`config.mk`:
```
export PLATFORM = sky130hd
export DESIGN_NAME = serializador
export DESIGN_NICKNAME = d
export VERILOG_FILES = /design/src/rtl/serializador.sv
export SDC_FILE = /design/constraint.sdc
export NUM_CORES = 1
export LEC_CHECK = 0
export CAP_MARGIN = 20
export CORE_MARGIN = 2
export CORE_UTILIZATION = 47
export CTS_BUF_LIST = sky130_fd_sc_hd__clkbuf_16
export DETAILED_ROUTE_END_ITERATION = 12
export PLACE_DENSITY = 0.82
export SETUP_SLACK_MARGIN = 0.02
export SYNTH_ARGS = -nofsm -noshare
export SYNTH_HDL_FRONTEND = slang
export SYNTH_SLANG_ARGS = --single-unit
export TNS_END_PERCENT = 50
```
`constraint.sdc`:
```
create_clock -name clk_100KHz -period 4.5 [get_ports clk_100KHz]
set_input_delay 0.675 -clock clk_100KHz [delete_from_list [all_inputs] [get_ports clk_100KHz]]
set_output_delay 0.675 -clock clk_100KHz [all_outputs]
set_load 0.1 [all_outputs]
```
`src/rtl/serializador.sv`:
```
// Parallel-to-serial frame transmitter, MSB first, optional even-parity bit (macro SER_PARITY_EN).
// Latency: first bit strobed one edge after accept; done_out pulses in the gap cycle after the last bit.
// Backpressure: ready_out low while the hold register is full; no frame starts while status_in is high.
module serializador #(
  parameter int DATA_WIDTH = 8
) (
  input  logic                  clk_100KHz,
  input  logic                  reset,
  input  logic [DATA_WIDTH-1:0] data_in,
  input  logic                  valid_in,
  output logic                  ready_out,
  input  logic                  status_in,
  output logic                  data_out,
  output logic                  write_out,
  output logic                  busy_out,
  output logic                  done_out
);

  localparam int CW = $clog2(DATA_WIDTH + 1);

`ifdef SER_PARITY_EN
  typedef enum logic [1:0] {IDLE = 2'd0, SHIFT = 2'd1, GAP = 2'd2, PARITY = 2'd3} state_t;
`else
  typedef enum logic [1:0] {IDLE = 2'd0, SHIFT = 2'd1, GAP = 2'd2} state_t;
`endif

  state_t                state_q, state_d;
  logic [DATA_WIDTH-1:0] hold_q;
  logic                  hold_full_q;
  logic [DATA_WIDTH-1:0] sh_q, sh_d;
  logic [CW-1:0]         cnt_q, cnt_d;
  logic                  load;
  logic                  accept;
  logic                  wr_d, dat_d, done_d;
`ifdef SER_PARITY_EN
  logic                  par_q;
`endif

  // Hold register is empty and we are out of reset; an accept can never coincide with a load.
  assign ready_out = reset & ~hold_full_q;
  assign accept    = valid_in & ready_out;
  assign busy_out  = (state_q != IDLE);

  // Next-state, shifter and registered-output decode; frame starts only from IDLE or GAP.
  always_comb begin
    state_d = state_q;
    sh_d    = sh_q;
    cnt_d   = cnt_q;
    load    = 1'b0;
    case (state_q)
      IDLE: begin
        if (hold_full_q && !status_in) load = 1'b1;
      end
      SHIFT: begin
        sh_d = {sh_q[DATA_WIDTH-2:0], 1'b0};
        if (cnt_q == '0) begin
          cnt_d = '0;
`ifdef SER_PARITY_EN
          state_d = PARITY;
`else
          state_d = GAP;
`endif
        end else begin
          cnt_d = cnt_q - CW'(1);
        end
      end
`ifdef SER_PARITY_EN
      PARITY: state_d = GAP;
`endif
      GAP: begin
        if (hold_full_q && !status_in) load = 1'b1;
        else                           state_d = IDLE;
      end
      default: state_d = IDLE;
    endcase
    if (load) begin
      state_d = SHIFT;
      sh_d    = hold_q;
      cnt_d   = CW'(DATA_WIDTH - 1);
    end

    wr_d   = (state_d == SHIFT);
    dat_d  = (state_d == SHIFT) ? sh_d[DATA_WIDTH-1] : 1'b0;
    done_d = (state_d == GAP);
`ifdef SER_PARITY_EN
    if (state_d == PARITY) begin
      wr_d  = 1'b1;
      dat_d = par_q;
    end
`endif
  end

  // Hold register: filled by the handshake, emptied when its byte moves into the shifter.
  always_ff @(posedge clk_100KHz or negedge reset) begin
    if (!reset) begin
      hold_q      <= '0;
      hold_full_q <= 1'b0;
    end else if (accept) begin
      hold_q      <= data_in;
      hold_full_q <= 1'b1;
    end else if (load) begin
      hold_full_q <= 1'b0;
    end
  end

  // FSM state, shifter, bit counter and glitch-free registered serial outputs.
  always_ff @(posedge clk_100KHz or negedge reset) begin
    if (!reset) begin
      state_q   <= IDLE;
      sh_q      <= '0;
      cnt_q     <= '0;
      data_out  <= 1'b0;
      write_out <= 1'b0;
      done_out  <= 1'b0;
    end else begin
      state_q   <= state_d;
      sh_q      <= sh_d;
      cnt_q     <= cnt_d;
      data_out  <= dat_d;
      write_out <= wr_d;
      done_out  <= done_d;
    end
  end

`ifdef SER_PARITY_EN
  // Even parity of the frame byte, captured as it enters the shifter.
  always_ff @(posedge clk_100KHz or negedge reset) begin
    if (!reset)    par_q <= 1'b0;
    else if (load) par_q <= ^hold_q;
  end
`endif

endmodule

```
==> metrics, run 1 <==
multi-input logic area 372 um2; RSZ-0062 raised after global routing false; drt total wl 1860 um; Seq. cell area 626 um2; synth top area cells dfrtp_1 61%, mux2_2 8.8%, nand2_1 4.8%, a22oi_1 4.4%, nand3_1 3.9%; Initial Util 51.0%; max-cap violations 0; GR Overflow Total 0; CP Class input pin to output pin; initial DRC count 7; Fill cells 159; Hold Path Depth 2; Final Power 0.983 mW; Worst-Margin Slew 0.959 ns; Syn Std Cell Area 0.00102 mm2; Final Skew 0.00137 ns; RR Startpoint state_q[0]; Layout area overhead 25.0%; count leader, synth dfrtp_1; DR vias 710; H-tree depth 1; die height 50.6 um; Net Sw Frac 41.0%; critical path fanouts, max 26; EDFF count, synth 0; Core ar. 0.00200 mm2; Min-Delay Endpoint sh_q[0]; pins over their slew limit 0; FMAX 0.376 GHz; CP startpoint kind input pin; Slew HR 35.9%; Synth top cells by count 25 x dfrtp_1, 13 x nand2_1, 8 x mux2_2, 8 x nand3_1; net switching power 0.403 mW; CTS resizes 0; Die Span X 50.6 um; largest net degree at the start of global routing 27; Syn Nets 100; Buffers on Ports 16; Finished Cell Area 0.00128 mm2; FP Rows 16; capture point of the worst reg-to-reg path cnt_q[2]; Post-layout nets 116; Final ANT Viol Nets 0; # diodes 0; Clk pwr share 19.7%; power per cell area 770 mW/mm2; CTS Hold Buffers Added 0; clock transition at the registers of the reported paths 0.06 ns; # IOs 17; Ys Warns 0; CTS tree done; final setup TNS 0 ns; P_leak 0.573 nW; Via density 5.46; fin crit share 59.1%; sequential cell area fraction in the yosys report 61.3%; clk sinks 25; Pint 0.580 mW; vias in the first global route 767; final worst path period need 2.66 ns; Synth cell types 20; routed length per instance 14.3 um; initial antenna violation count 0; Yosys top cell area share 61.3%; share of layout cells above drive strength 1 16.5%; remaining routing DRC violations 0; fin util 63.7%; Skew-Pair Late Insertion Delay 0.25 ns; Fin. Hold Viols 0; Synth Flop Type dfrtp_1; CP Data Arrival Time 1.98 ns; min-delay src hold_q[0]; Gate Count Post-Synth 88; Flop pwr share 40.5%; dpl hpwl 1240 um; endpoint class of the critical path output pin; CTS Buf Count 3; cell accounting for the most synthesized area dfrtp_1; status completed; first-pass GRT wire length 3370 um; syn avg cell area 11.6 um2; post-synthesis register bit count 25; Max IR drop VDD 0.522 mV; Comb pwr share 39.8%; R2R Setup Slk 2.93 ns; final setup violating endpoints 0; area post-placement 0.00120 mm2; root buffer cell clkbuf_16; Tot GR Track Use 17.8%; post-CTS setup repair buffer count 0; drt pass-1 iters 4; fraction of registers with async set/reset 100%; die footprint 0.00256 mm2; Bufs on Longest Clock Path 2; Tightest Hold Check Type flop to flop; required time worst endpoint 3.83 ns; global placement routability congestion 0.762; R2R depth 3
through the flow:
stage	hold slack, ns	setup WS (ns)	instances
after floorplan	0.379	1.41	88
after global placement	0.447	1.86	126
after detailed placement	0.462	1.84	126
after CTS	0.484	1.82	130
after global routing	0.517	1.71	130
final	0.483	1.84	130
state kept, by name, indices dropped and copies added, names as in the netlist:
register	flops
write_out	1
sh_q	7
data_out	1
hold_full_q	1
state_q	2
hold_q	8
cnt_q	4
done_out	1
worst max-delay path by stage:
stage | depth (start not counted) | slack (ns) | from | to
after floorplan | 3 | 1.41 | reset | hold_q[0]
after detailed placement | 4 | 1.84 | reset | ready_out
after global placement | 4 | 1.86 | reset | ready_out
after global routing | 4 | 1.71 | reset | ready_out
final | 4 | 1.84 | reset | ready_out
after CTS | 4 | 1.82 | reset | ready_out
power by group through the flow:
stage          clock (mW)  sequential [mW]  combinational, mW
2_1_floorplan           0            0.440              0.258
3_3_place_gp            0            0.392              0.378
3_5_place_dp            0            0.399              0.390
4_1_cts             0.195            0.396              0.395
5_1_grt             0.210            0.414              0.429
6_report            0.194            0.398              0.391
critical path, cell delays in order:
cell and delay [ns]:
clkdlybuf4s50_1 0.46, buf_4 0.30, nor2b_1 0.23, buf_4 0.32
cells in the final DEF (no fill, tap or decap):
cell type,instances
nand2_1,13
buf_4,2
clkinv_2,1
nor2b_1,2
or3b_2,1
dfrtp_1,25
o21ai_0,6
clkbuf_16,3
nor4_1,3
or4b_1,1
a211o_1,1
nor3b_2,1
or2b_1,1
or2_2,1
mux2_2,8
nor2_1,1
nor3_1,2
o311a_1,1
clkdlybuf4s50_1,15
or3b_1,1
nand3_1,8
a22oi_1,6
area by class of cell:
class	instances	share of cell area, %
sequential	25	49.0
multi-input combinational	57	29.1
timing repair buffer	17	12.9
clock buffer	3	5.88
tap	27	2.65
clock inverter	1	0.392
kinds of logic (layout without fill, tap and decap cells):
kind of cell,Yosys count,count (layout),share of synthesized area (%)
AND/OR/NAND/NOR,35,35,18.4
flip-flops,25,25,61.3
AO/OA/AOI/OAI,14,14,9.19
multiplexers,8,8,8.82
buffers and inverters,6,21,2.33
layer usage:
metal | vias to the layer above | share of wire (%) | track usage (%)
li1 | 343 | - | -
met1 | 345 | 45 | 20.7
met2 | 20 | 51 | 30.5
met3 | 2 | 4.0 | 6.55
met4 | 0 | 0.70 | 5.41
met5 | - | 0 | 0
No activity file was read; power rests on OpenSTA's default activity.
==> run 2, diff against run 1 <==
clock period = 2.5 ns   (was 4.5 ns; I/O delays follow)
==> run 2 against run 1 <==
  * Register-to-register slack got worse by 2.0 ns
  * Via count increased by 3.1%
  * Highest routed layer unchanged
  * Global-route usage decreased by 0.23 points
  * Final area increased by 0.29%
==> metrics, run 2 (synthesized netlist as in run 1, its figures left out) <==
Post-layout nets 116 (unchanged); Via density 5.63 (was 5.46); CP Data Arrival Time 1.27 ns (was 1.98 ns); power per cell area 1380 mW/mm2 (was 770 mW/mm2); routed length per instance 14.8 um (was 14.3 um); status completed (unchanged); CP Class input pin to output pin (unchanged); CTS Hold Buffers Added 0 (unchanged); Core ar. 0.00200 mm2 (unchanged); clock transition at the registers of the reported paths 0.06 ns (about the same); initial antenna violation count 0 (unchanged); fin crit share 66.0%; RSZ-0062 raised after global routing false (unchanged); Skew-Pair Late Insertion Delay 0.26 ns (was 0.25 ns); Layout area overhead 25.4% (was 25.0%); Fill cells 161 (was 159); # diodes 0 (unchanged); final worst path period need 1.65 ns; FMAX 0.606 GHz; largest net degree at the start of global routing 26 (was 27); Buffers on Ports 16 (unchanged); worst setup margin 0.851 ns (was 1.84 ns); Hold Path Depth 2 (unchanged); die height 50.6 um (unchanged); P_leak 0.585 nW (was 0.573 nW); largest registers hold_q x8, sh_q x7, cnt_q x4 (unchanged); clk sinks 25 (unchanged); CP max stage cell clkdlybuf4s50_1 (unchanged); first-pass GRT wire length 3230 um (was 3370 um); drt total wl 1930 um (was 1860 um); most common cell after layout, fill and taps aside dfrtp_1 (unchanged); max FFs per register 8 (unchanged); CP startpoint kind input pin (unchanged); Die Span X 50.6 um (unchanged); FP Rows 16 (unchanged); root buffer cell clkbuf_16 (unchanged); GR Overflow Total 0 (unchanged); endpoint class of the critical path output pin (unchanged); pre-CTS setup slack 0.634 ns (was 1.84 ns); most flop-heavy register hold_q (unchanged); share of layout cells above drive strength 1 20.4% (was 16.5%); global placement routability congestion 0.821 (was 0.762); Max IR drop VDD 0.693 mV (was 0.522 mV); Critical Path Stages 3 (was 4); Final Skew 0.00270 ns (was 0.00137 ns); Bufs on Longest Clock Path 2 (unchanged); final setup violating endpoints 0 (unchanged); R2R depth 3 (unchanged); pins over their slew limit 0 (unchanged); Slew HR 55.2% (was 35.9%); Tightest Hold Check Type flop to flop (unchanged); worst-path cell chain clkdlybuf4s50_1, nor2b_2, buf_12 (was clkdlybuf4s50_1, buf_4, nor2b_1, buf_4); Fin. Hold Viols 0 (unchanged); DR vias 732 (was 710); post-CTS setup repair buffer count 0 (unchanged); Worst-Margin Slew 0.668 ns (was 0.959 ns); dpl hpwl 1220 um (was 1240 um); H-tree depth 1 (unchanged); required time worst endpoint 2.12 ns (was 3.83 ns); final setup TNS 0 ns (unchanged); CTS Buf Count 3 (unchanged); Initial Util 51.0% (unchanged); most frequent cells in the layout 25 x dfrtp_1, 13 x nand2_1, 11 x clkdlybuf4s50_1, 8 x nand3_1, 8 x mux2_2 (was 25 x dfrtp_1, 15 x clkdlybuf4s50_1, 13 x nand2_1, 8 x nand3_1, 8 x mux2_2); drt pass-1 iters 5 (was 4); # IOs 17 (unchanged); CTS resizes 0 (unchanged); Final ANT Viol Nets 0 (unchanged); Slowest Stage Delay on Critical Path 0.48 ns (was 0.46 ns); CP Buf/Inv Count 2 (was 3); Tot GR Track Use 17.6% (was 17.8%); remaining routing DRC violations 0 (unchanged); initial DRC count 17 (was 7); vias in the first global route 694 (was 767); critical path fanouts, max 2 (was 26); family with the most delay on the worst path buffers and inverters (unchanged); die footprint 0.00256 mm2 (unchanged); Final Power 1.77 mW (was 0.983 mW); max-cap violations 0 (unchanged); CTS tree done (unchanged)
## run 2: cell count changes in the layout (fill, tap and decap cells not counted), sizes merged
| cell | previous run | this run |
|---|---|---|
| inv | 0 | 1 |
| buf | 2 | 6 |
| clkinv | 1 | 0 |
| clkdlybuf4s50 | 15 | 11 |
## run 2: power breakdown
part           total, mW  internal [mW]  switching, mW
registers          0.713          0.585          0.128
clock network      0.343          0.214          0.129
logic              0.715          0.248          0.467
total               1.77           1.05          0.724
## run 2: per-stage QoR
| step | instances | utilization (%) | hold slack (ns) | cell area, um2 |
|---|---|---|---|---|
| 2_1_floorplan | 88 | - | 0.0794 | 1020 |
| 3_3_place_gp | 126 | 60.0 | 0.446 | 1200 |
| 3_5_place_dp | 126 | 60.0 | 0.457 | 1200 |
| 4_1_cts | 130 | 63.9 | 0.468 | 1280 |
| 5_1_grt | 130 | 63.9 | 0.516 | 1280 |
| 6_report | 130 | 63.9 | 0.464 | 1280 |
## run 2: worst paths after layout
| kind | endpoint | slack (ns) | startpoint |
|---|---|---|---|
| min in group asynchronous | state_q[1] | 0.51 | reset |
| worst max-delay path | ready_out | 0.85 | reset |
| worst min register to register | sh_q[0] | 0.46 | hold_q[0] |
| max in group asynchronous | sh_q[5] | 1.75 | reset |
| worst max register to register | cnt_q[2] | 0.93 | state_q[1] |
| worst min-delay path | sh_q[0] | 0.46 | hold_q[0] |
## run 2: layout make-up
type / count / area (um2) / area share (%)
flip-flops and latches: 25 / 626 / 48.9
multi-input cells: 57 / 374 / 29.2
repair buffers: 17 / 168 / 13.1
clock buffers: 3 / 75.1 / 5.87
well taps: 27 / 33.8 / 2.64
clock inverters: 1 / 3.75 / 0.293
## run 2: worst reg2reg max path: stages (launching register included)
cell and delay [ns]:
dfrtp_1 0.40, or3b_1 0.51, or4b_1 0.51, nand3_1 0.09
## run 2: metal layers
metal / share of wire (%) / GRT usage, % / wire length, um / vias to the layer above
met3: 4.8 / 2.68 / 93 / 5
met5: 0 / 0 / 0 / -
met4: 2.3 / 9.46 / 44 / 0
met2: 50 / 25.9 / 960 / 23
li1: - / - / - / 340
met1: 43 / 25.0 / 826 / 364
